--- src/rtl/osc_pkg.sv ---
// Shared types and default constants for the oscillator PI slew controller.
// Imported by the channel sub-module and the top level.
package osc_pkg;

    typedef enum logic [1:0] {
        ST_IDLE  = 2'd0,
        ST_SLEW  = 2'd1,
        ST_GUARD = 2'd2
    } osc_slew_state_t;

    localparam int OSC_NPH_DEF        = 5;
    localparam int OSC_CODE_W_DEF     = 4;
    localparam int OSC_DIV_W_DEF      = 8;
    localparam int OSC_SETTLE_CYC_DEF = 4;
    localparam int OSC_GRD_W          = 8;

endpackage

--- src/rtl/osc_pi_chan.sv ---
// One phase channel: target/current codes, one-LSB slew toward target,
// registered left/right PI codes and settled flag.
module osc_pi_chan
    import osc_pkg::*;
#(
    parameter int CODE_W = OSC_CODE_W_DEF
) (
    input  logic              clk,
    input  logic              rst,
    input  logic              en,
    input  logic              wr,
    input  logic [CODE_W-1:0] wr_code,
    input  logic              tick,
    output logic [CODE_W-1:0] pi_l,
    output logic [CODE_W-1:0] pi_r,
    output logic              settled
);

    logic [CODE_W-1:0] tgt_q, tgt_d;
    logic [CODE_W-1:0] cur_q, cur_d;
    logic [CODE_W-1:0] pir_q, pir_d;
    logic              settled_q, settled_d;

    always_comb begin
        tgt_d = tgt_q;
        cur_d = cur_q;
        if (en) begin
            if (wr) begin
                tgt_d = wr_code;
            end
            // Step against the old target so a coincident write waits a tick.
            if (tick) begin
                if (cur_q < tgt_q) begin
                    cur_d = cur_q + 1'b1;
                end else if (cur_q > tgt_q) begin
                    cur_d = cur_q - 1'b1;
                end
            end
        end
        pir_d     = ~cur_d;
        settled_d = (cur_d == tgt_d);
    end

    always_ff @(posedge clk) begin
        if (rst) begin
            tgt_q     <= '0;
            cur_q     <= '0;
            pir_q     <= '1;
            settled_q <= 1'b1;
        end else begin
            tgt_q     <= tgt_d;
            cur_q     <= cur_d;
            pir_q     <= pir_d;
            settled_q <= settled_d;
        end
    end

    assign pi_l    = cur_q;
    assign pi_r    = pir_q;
    assign settled = settled_q;

endmodule

--- src/rtl/osc_pi_slew_ctrl.sv ---
// Multi-channel PI slew controller: update handshake, step tick divider,
// IDLE/SLEW/GUARD sequencing and a sticky bad-index flag.
module osc_pi_slew_ctrl
    import osc_pkg::*;
#(
    parameter int NPH        = OSC_NPH_DEF,
    parameter int CODE_W     = OSC_CODE_W_DEF,
    parameter int DIV_W      = OSC_DIV_W_DEF,
    parameter int SETTLE_CYC = OSC_SETTLE_CYC_DEF,
    localparam int PH_W      = (NPH > 1) ? $clog2(NPH) : 1
) (
    input  logic                  ref_clk,
    input  logic                  rst,
    input  logic                  en,
    input  logic                  upd_valid,
    output logic                  upd_ready,
    input  logic [PH_W-1:0]       upd_phase,
    input  logic [CODE_W-1:0]     upd_code,
    input  logic [DIV_W-1:0]      step_div,
    output logic [NPH*CODE_W-1:0] pi_l,
    output logic [NPH*CODE_W-1:0] pi_r,
    output logic [NPH-1:0]        settled,
    output logic                  busy,
    output logic                  done,
    output logic                  idx_err
);

    osc_slew_state_t       state_q, state_d;
    logic [DIV_W-1:0]      cnt_q, cnt_d;
    logic [OSC_GRD_W-1:0]  grd_q, grd_d;
    logic                  idx_err_q, idx_err_d;
    logic                  done_c;
    logic                  xfer;
    logic                  in_range;
    logic                  tick;
    logic                  all_set;
    logic [31:0]           phase_ext;
    logic [NPH-1:0]        wr_vec;

    assign upd_ready = en;
    assign xfer      = upd_valid && en;
    assign phase_ext = 32'(upd_phase);
    assign in_range  = phase_ext < 32'(NPH);
    assign tick      = (state_q == ST_SLEW) && (cnt_q == step_div);
    assign all_set   = &settled;

    for (genvar i = 0; i < NPH; i++) begin : g_ch
        assign wr_vec[i] = xfer && in_range && (phase_ext == 32'(i));

        osc_pi_chan #(
            .CODE_W (CODE_W)
        ) u_ch (
            .clk     (ref_clk),
            .rst     (rst),
            .en      (en),
            .wr      (wr_vec[i]),
            .wr_code (upd_code),
            .tick    (tick),
            .pi_l    (pi_l[i*CODE_W +: CODE_W]),
            .pi_r    (pi_r[i*CODE_W +: CODE_W]),
            .settled (settled[i])
        );
    end

    always_comb begin
        state_d   = state_q;
        cnt_d     = cnt_q;
        grd_d     = grd_q;
        idx_err_d = idx_err_q;
        done_c    = 1'b0;
        if (en) begin
            if (xfer && !in_range) begin
                idx_err_d = 1'b1;
            end
            unique case (state_q)
                ST_IDLE: begin
                    cnt_d = '0;
                    if (!all_set) begin
                        state_d = ST_SLEW;
                    end
                end
                ST_SLEW: begin
                    // Wraps without ticking if step_div shrank below the count.
                    cnt_d = (cnt_q >= step_div) ? '0 : cnt_q + 1'b1;
                    if (all_set) begin
                        state_d = ST_GUARD;
                        grd_d   = OSC_GRD_W'(SETTLE_CYC - 1);
                        cnt_d   = '0;
                    end
                end
                ST_GUARD: begin
                    cnt_d = '0;
                    if (!all_set) begin
                        state_d = ST_SLEW;
                    end else if (grd_q == '0) begin
                        state_d = ST_IDLE;
                        done_c  = 1'b1;
                    end else begin
                        grd_d = grd_q - 1'b1;
                    end
                end
                default: begin
                    state_d = ST_IDLE;
                    cnt_d   = '0;
                end
            endcase
        end
    end

    always_ff @(posedge ref_clk) begin
        if (rst) begin
            state_q   <= ST_IDLE;
            cnt_q     <= '0;
            grd_q     <= '0;
            idx_err_q <= 1'b0;
        end else begin
            state_q   <= state_d;
            cnt_q     <= cnt_d;
            grd_q     <= grd_d;
            idx_err_q <= idx_err_d;
        end
    end

    assign busy    = (state_q != ST_IDLE);
    assign done    = done_c;
    assign idx_err = idx_err_q;

endmodule

--- config.mk ---
export PLATFORM = sky130hd
export DESIGN_NAME = osc_pi_slew_ctrl
export DESIGN_NICKNAME = d
export VERILOG_FILES = /design/src/rtl/osc_pkg.sv /design/src/rtl/osc_pi_chan.sv /design/src/rtl/osc_pi_slew_ctrl.sv
export SDC_FILE = /design/constraint.sdc
export NUM_CORES = 1
export LEC_CHECK = 0
export CAP_MARGIN = 10
export CORE_MARGIN = 1
export CORE_UTILIZATION = 55
export CTS_CLUSTER_SIZE = 30
export DETAILED_ROUTE_END_ITERATION = 16
export DONT_BUFFER_PORTS = 1
export PLACE_DENSITY_LB_ADDON = 0.2
export SETUP_SLACK_MARGIN = 0.15
export SLEW_MARGIN = 0
export SYNTH_ARGS = -nofsm -noshare
export SYNTH_HDL_FRONTEND = slang
export SYNTH_SLANG_ARGS = --single-unit
--- constraint.sdc ---
create_clock -name ref_clk -period 2.45 [get_ports ref_clk]
set_input_delay 0.735 -clock ref_clk [delete_from_list [all_inputs] [get_ports ref_clk]]
set_output_delay 0.735 -clock ref_clk [all_outputs]
set_load 0.02 [all_outputs]
==> Word level (Yosys, flattened, before mapping) <==
Cells that the tools add are included.
Widths: inputs -> output; s select.
{ "classes": {"muxes": 46, "n_addsub": 12, "order_cmp": 12, "bitwise": 5, "n_reduce_logical": 19, "eq_ne": 17} }
{ "ops": {"columns": ["operator", "count"], "rows": [
  ["$mux 4", 30],
  ["$mux 8", 6],
  ["$logic_not 32->1", 1],
  ["$add 4x1->4 const B", 5],
  ["$eq 4x4->1", 5],
  ["$gt 4x4->1", 5],
  ["$lt 4x4->1", 5],
  ["$not 4->4", 5],
  ["$sub 4x1->4 const B", 5],
  ["$pmux 8 s2", 1],
  ["$reduce_and 5->1", 2],
  ["$logic_and 1x1->1", 9],
  ["$add 8x1->8 const B", 1],
  ["$eq 8x8->1", 1],
  ["$ge 8x8->1", 1],
  ["$logic_not 8->1", 1],
  ["$mux 2", 4],
  ["$ne 2x2->1 const B", 4],
  ["$sub 8x1->8 const B", 1],
  ["$eq 3x2->1 const B", 2],
  ["$pmux 2 s3", 1],
  ["$mux 1", 4],
  ["$reduce_and 4->1", 1],
  ["$reduce_bool 2->1", 2],
  ["9 further kinds", 9]
]} }
{ "word_totals": {"ff_bits": 84, "wordCells": 135, "output_inout_bits": 49, "in_bits": 19} }

==> Logic depth before layout (Yosys ltp) <==
{ "logic_depth": {"ltp_word": 6, "mapped_depth": 10, "depth_no_buf": 8} }

==> Hierarchy <==
From an unflattened synthesis, not the netlist that was laid out.
{ "unflattened": {"hier_cells": 539, "hier_area_um2": 4819.6} }
{ "modules_own_cells": {"columns": ["module", "area_each_um2", "n_inst", "cells_each"], "rows": [
  ["osc_pi_chan", 700.7, 5, 77],
  ["osc_pi_slew_ctrl", 1316.3, 1, 154]
]} }

==> Worst setup path before layout <==
OpenSTA, ideal clock, no wires.
{ "synth_path": {"path_kind": "input to register", "startpoint": "input port step_div[5]", "endpoint": "register g_ch[4].u_ch.settled_q", "stages": 9, "setup_time_ps": 96, "setup_slack_ps": -43, "n_path_buf": 1, "t_arrival_ps": 2397, "required_ps": 2354, "path_cell_list": "inv_1 > ha_1 > nand4_1 > nor3_2 > o21a_1 > buf_2 > mux2i_1 > nor3_1 > o41ai_2"} }
{ "synth_via": {"elab_chain_len": 5} }
{ "synth_rtl": {"columns": ["element", "line_no", "rtl"], "rows": [
  ["from (decl)", "osc_pi_slew_ctrl.sv:19", "input logic [DIV_W-1:0] step_div,"],
  ["$eq 8x8->1", "osc_pi_slew_ctrl.sv:44", "assign tick = (state_q == ST_SLEW) && (cnt_q == step_div);"],
  ["$logic_and 1x1->1", "osc_pi_slew_ctrl.sv:44", null],
  ["$mux 4", "osc_pi_chan.sv:32", "if (tick) begin"],
  ["$mux 4", "osc_pi_chan.sv:27", "if (en) begin"],
  ["$eq 4x4->1", "osc_pi_chan.sv:41", "settled_d = (cur_d == tgt_d);"],
  ["to (signal assigned)", "osc_pi_chan.sv:54", "settled_q <= settled_d;"],
  ["to (decl)", "osc_pi_chan.sv:22", "logic settled_q, settled_d;"]
]} }
No other way between the ends.
A chain may end at the register's enable or synchronous reset.

==> Worst setup path in the final report <==
{ "layout_path": {"startpoint": "register g_ch[2].u_ch.settled_q", "endpoint": "output port done"} }
{ "layout_via": {"elab_chain_len": 4} }
{ "layout_rtl": {"columns": ["element", "line_no", "rtl"], "rows": [
  ["from (decl)", "osc_pi_chan.sv:22", null],
  ["from (signal assigned)", "osc_pi_chan.sv:54", null],
  ["$reduce_and 5->1", "osc_pi_slew_ctrl.sv:45", "assign all_set = &settled;"],
  ["$mux 1", "osc_pi_slew_ctrl.sv:93", "if (!all_set) begin"],
  ["$mux 1", "osc_pi_slew_ctrl.sv:75", "unique case (state_q)"],
  ["$mux 1", "osc_pi_slew_ctrl.sv:71", "if (en) begin"],
  ["to (decl)", "osc_pi_slew_ctrl.sv:24", "output logic done,"]
]} }
No other way between the ends.

==> impl_metrics.csv <==
group,metric,value,unit
outcome,status,"complete, but fails checks",
outcome,failed_checks,"design-rule violations",
worst_setup_path,crit_fanout,3,
yosys,yosys.area.top_type_share,0.322,
drt,route.detailed.drc,2,
grt,grt_first_pass_wirelength,20800,um
yosys,yosysTopAreaCell,"dfxtp_1",
power_and_ir_drop,ir_drop,301,uV
yosys,yosysMostFrequentCell,"dfxtp_1",
final_layout,layout.nets,717,
worst_setup_path,end_kind,"output port",
yosys,netlist_top_cells_count,"dfxtp_1, nor2_1, inv_1, ha_1, nand2_1",
power_and_ir_drop,power_density,443,nW/um^2
timing,period_needed,2.31,ns
worst_setup_path,criticalPathCategory,"flop to output port",
grt,overflow,0,
grt,use_met2,0.464,
timing,worst_pin_slew,0.635,ns
drt,viasPerCell,5.76,
grt,grt_pass1_vias,4468,
floorplanning,dieWidth,99.4,um
floorplanning,core-area,9200,um^2
final_layout,register_area,1710,um^2
timing,fin_skew,0.0109,ns
timing,max_freq,0.433,GHz
clocking,cts_buffers,9,
placed_design,port-buffer-count,0,
drt,vias,4455,
grt,grt_max_degree,60,
timing,finalCritPeriodShare,0.942,
final_layout,final_core_util,0.669,
grt,antenna_found_initial,0,
floorplanning,fp.dieArea,9880,um^2
grt,grt_use_met1,0.321,
timing,relSlewSlack,0.576,
final_layout,area_delta_synth_final,17.9,%
yosys,synth.distinct_cells,56,
placed_design,globalplace.congestion,0.872,
yosys,synth_ff_type,"dfxtp_1",
drt,wl_per_cell,15.8,um
worst_setup_path,r2r_slack,0.18,ns
flow_run,cap_violations,0,
floorplanning,num_rows,35,
drt,drt_iter0_drc,269,
clocking,cts_tree,"yes",
yosys,ys_seq_area_frac,0.322,
timing,final-hold-violation-count,0,
worst_setup_path,r2r_start,"g_ch[2].u_ch.tgt_q[1]",
yosys,synth_nets,685,
clocking,clkTransAtPathRegs,0.08,ns
final_layout,insertedDiodeCount,0,
placed_design,dp_hpwl,8830,um
worst_setup_path,crit_arrival,1.57,ns
floorplanning,start_util,0.567,
drt,drtPass1Iterations,10,
clocking,clkLatencyLatePin,0.36,ns
grt,top_usage_layer,"met2",
grt,grt_use_total,0.263,
clocking,clock_path_buffers,2,
drt,drt-total-wl,12200,um
final_layout,layout-drive-gt1-share,0.242,
grt,grt_util_met3,0.0492,
clocking,cts_hold_buf,0,
clocking,htree_num_levels,3,
clocking,cts_sinks,84,
power_and_ir_drop,p_total,2.73,mW
floorplanning,io_pins,68,
timing,rsz0062_at_grt,"true",
timing,drv_slew,0,
worst_setup_path,crit_required,1.71,ns
clocking,clock-root-buffer,"clkbuf_8",
yosys,syn_inst,625,
floorplanning,die_h,99.4,um
final_layout,multi_input_area,3480,um^2
yosys,synth-seq-cells,84,
min_path,hp-start,"rst",
yosys,synth.area.top_cells,"dfxtp_1, ha_1, nor2_1, xnor2_1, inv_1",
yosys,synth_edf_count,0,
yosys,synth-warning-count,0,
worst_setup_path,critPathLaunchType,"flop",
yosys,postSynthAreaPerCell,8.35,um^2
drt,antenna_left,0,
min_path,hold_class,"primary input to flop",
worst_setup_path,crit_start,"g_ch[2].u_ch.settled",
yosys,synthArstFlopShare,0,
timing,finalSetupViolCount,0,
final_layout,n_fill_cell,788,
yosys,syn-cell-area,5220,um^2
power_and_ir_drop,cellLeakagePower,2.50,nW
==> placed cells by master (no fill, tap or decap), types with 11 or more instances in the layout <==
| master | Yosys | routed |
|---|---|---|
| nor2b_1 | 19 | 18 |
| xnor2_1 | 26 | 26 |
| clkbuf_8 | 0 | 11 |
| o21a_1 | 25 | 22 |
| nand4_1 | 14 | 14 |
| dfxtp_2 | 0 | 14 |
| nor3_1 | 26 | 23 |
| nand2_1 | 35 | 34 |
| nand3_1 | 14 | 14 |
| inv_1 | 53 | 44 |
| nor2_1 | 64 | 61 |
| buf_4 | 9 | 51 |
| ha_4 | 0 | 11 |
| a21oi_1 | 30 | 30 |
| dfxtp_1 | 84 | 67 |
| xor2_1 | 12 | 12 |
| nor4_1 | 13 | 11 |
| ha_1 | 41 | 30 |
| or2_2 | 13 | 13 |
==> critical path, cell delays in order, from the launching register on <==
cell and delay, ns:
dfxtp_2 0.42, and4_2 0.34, nand3_1 0.13, nor3_2 0.17
buf_4 0.16
==> cell families after synthesis <==
logic type                 after synthesis  synth area share
and+or+nand+nor                        242             0.244
AOI/OAI and AO/OA                      115             0.151
buffers and inverters                   85            0.0696
DFF                                     84             0.322
xor gates and xnor gates                43            0.0864
adders and majority gates               41            0.0983
muxes                                   15            0.0288
==> stage by stage <==
step / cell area, um^2 / std cells / hold slack, ns / setup WS, ns / setup TNS (ns)
floorplan: 5420 / 625 / 0.461 / 0.0999 / 0
global placement: 5640 / 740 / 0.470 / -0.0861 / -0.306
detailed placement: 5640 / 740 / 0.479 / -0.124 / -0.652
CTS: 6020 / 768 / 0.423 / 0.115 / 0
global route: 6150 / 773 / 0.410 / 0.0678 / 0
finish: 6150 / 773 / 0.435 / 0.141 / 0
==> worst paths after layout <==
path	endpoint	depth (start not counted)
setup / recovery	done	4
hold / removal	g_ch[1].u_ch.pi_l[1]	1
setup reg to reg	g_ch[2].u_ch.settled	8
hold reg to reg	g_ch[4].u_ch.tgt_q[0]	2
==> metal layers <==
metal / vias to the layer above / part of all wire
met5: - / 0
met4: 0 / 0.019
met3: 18 / 0.051
met2: 99 / 0.49
met1: 2100 / 0.44
li1: 2238 / -
==> registers in the layout (all words and copies together) (netlist names) <==
signal             count
grd_q                  8
cnt_q                  8
g_ch.u_ch.pi_r        20
idx_err                1
g_ch.u_ch.tgt_q       20
state_q                2
g_ch.u_ch.pi_l        20
g_ch.u_ch.settled      5
==> power by group <==
group	switching (mW)	total [mW]	internal (mW)
Clock	0.495	1.02	0.528
Sequential	0.0249	1.41	1.38
Combinational	0.148	0.295	0.146
Total	0.668	2.73	2.06
==> what timing repair did <==
action,CTS,global route
buffers inserted,12,5
pin swaps,14,10
resized for setup,26,24
endpoints found under the setup margin,6,10
==> area by class of cell <==
class / instances / area share
Clock inverter: 3 / 0.00732
Sequential cell: 84 / 0.278
Timing Repair Buffer: 53 / 0.0659
Tap cell: 111 / 0.0226
Multi-Input combinational cell: 456 / 0.566
Inverter: 53 / 0.0340
Clock buffer: 13 / 0.0258
No activity file was read; power rests on OpenSTA's default activity.
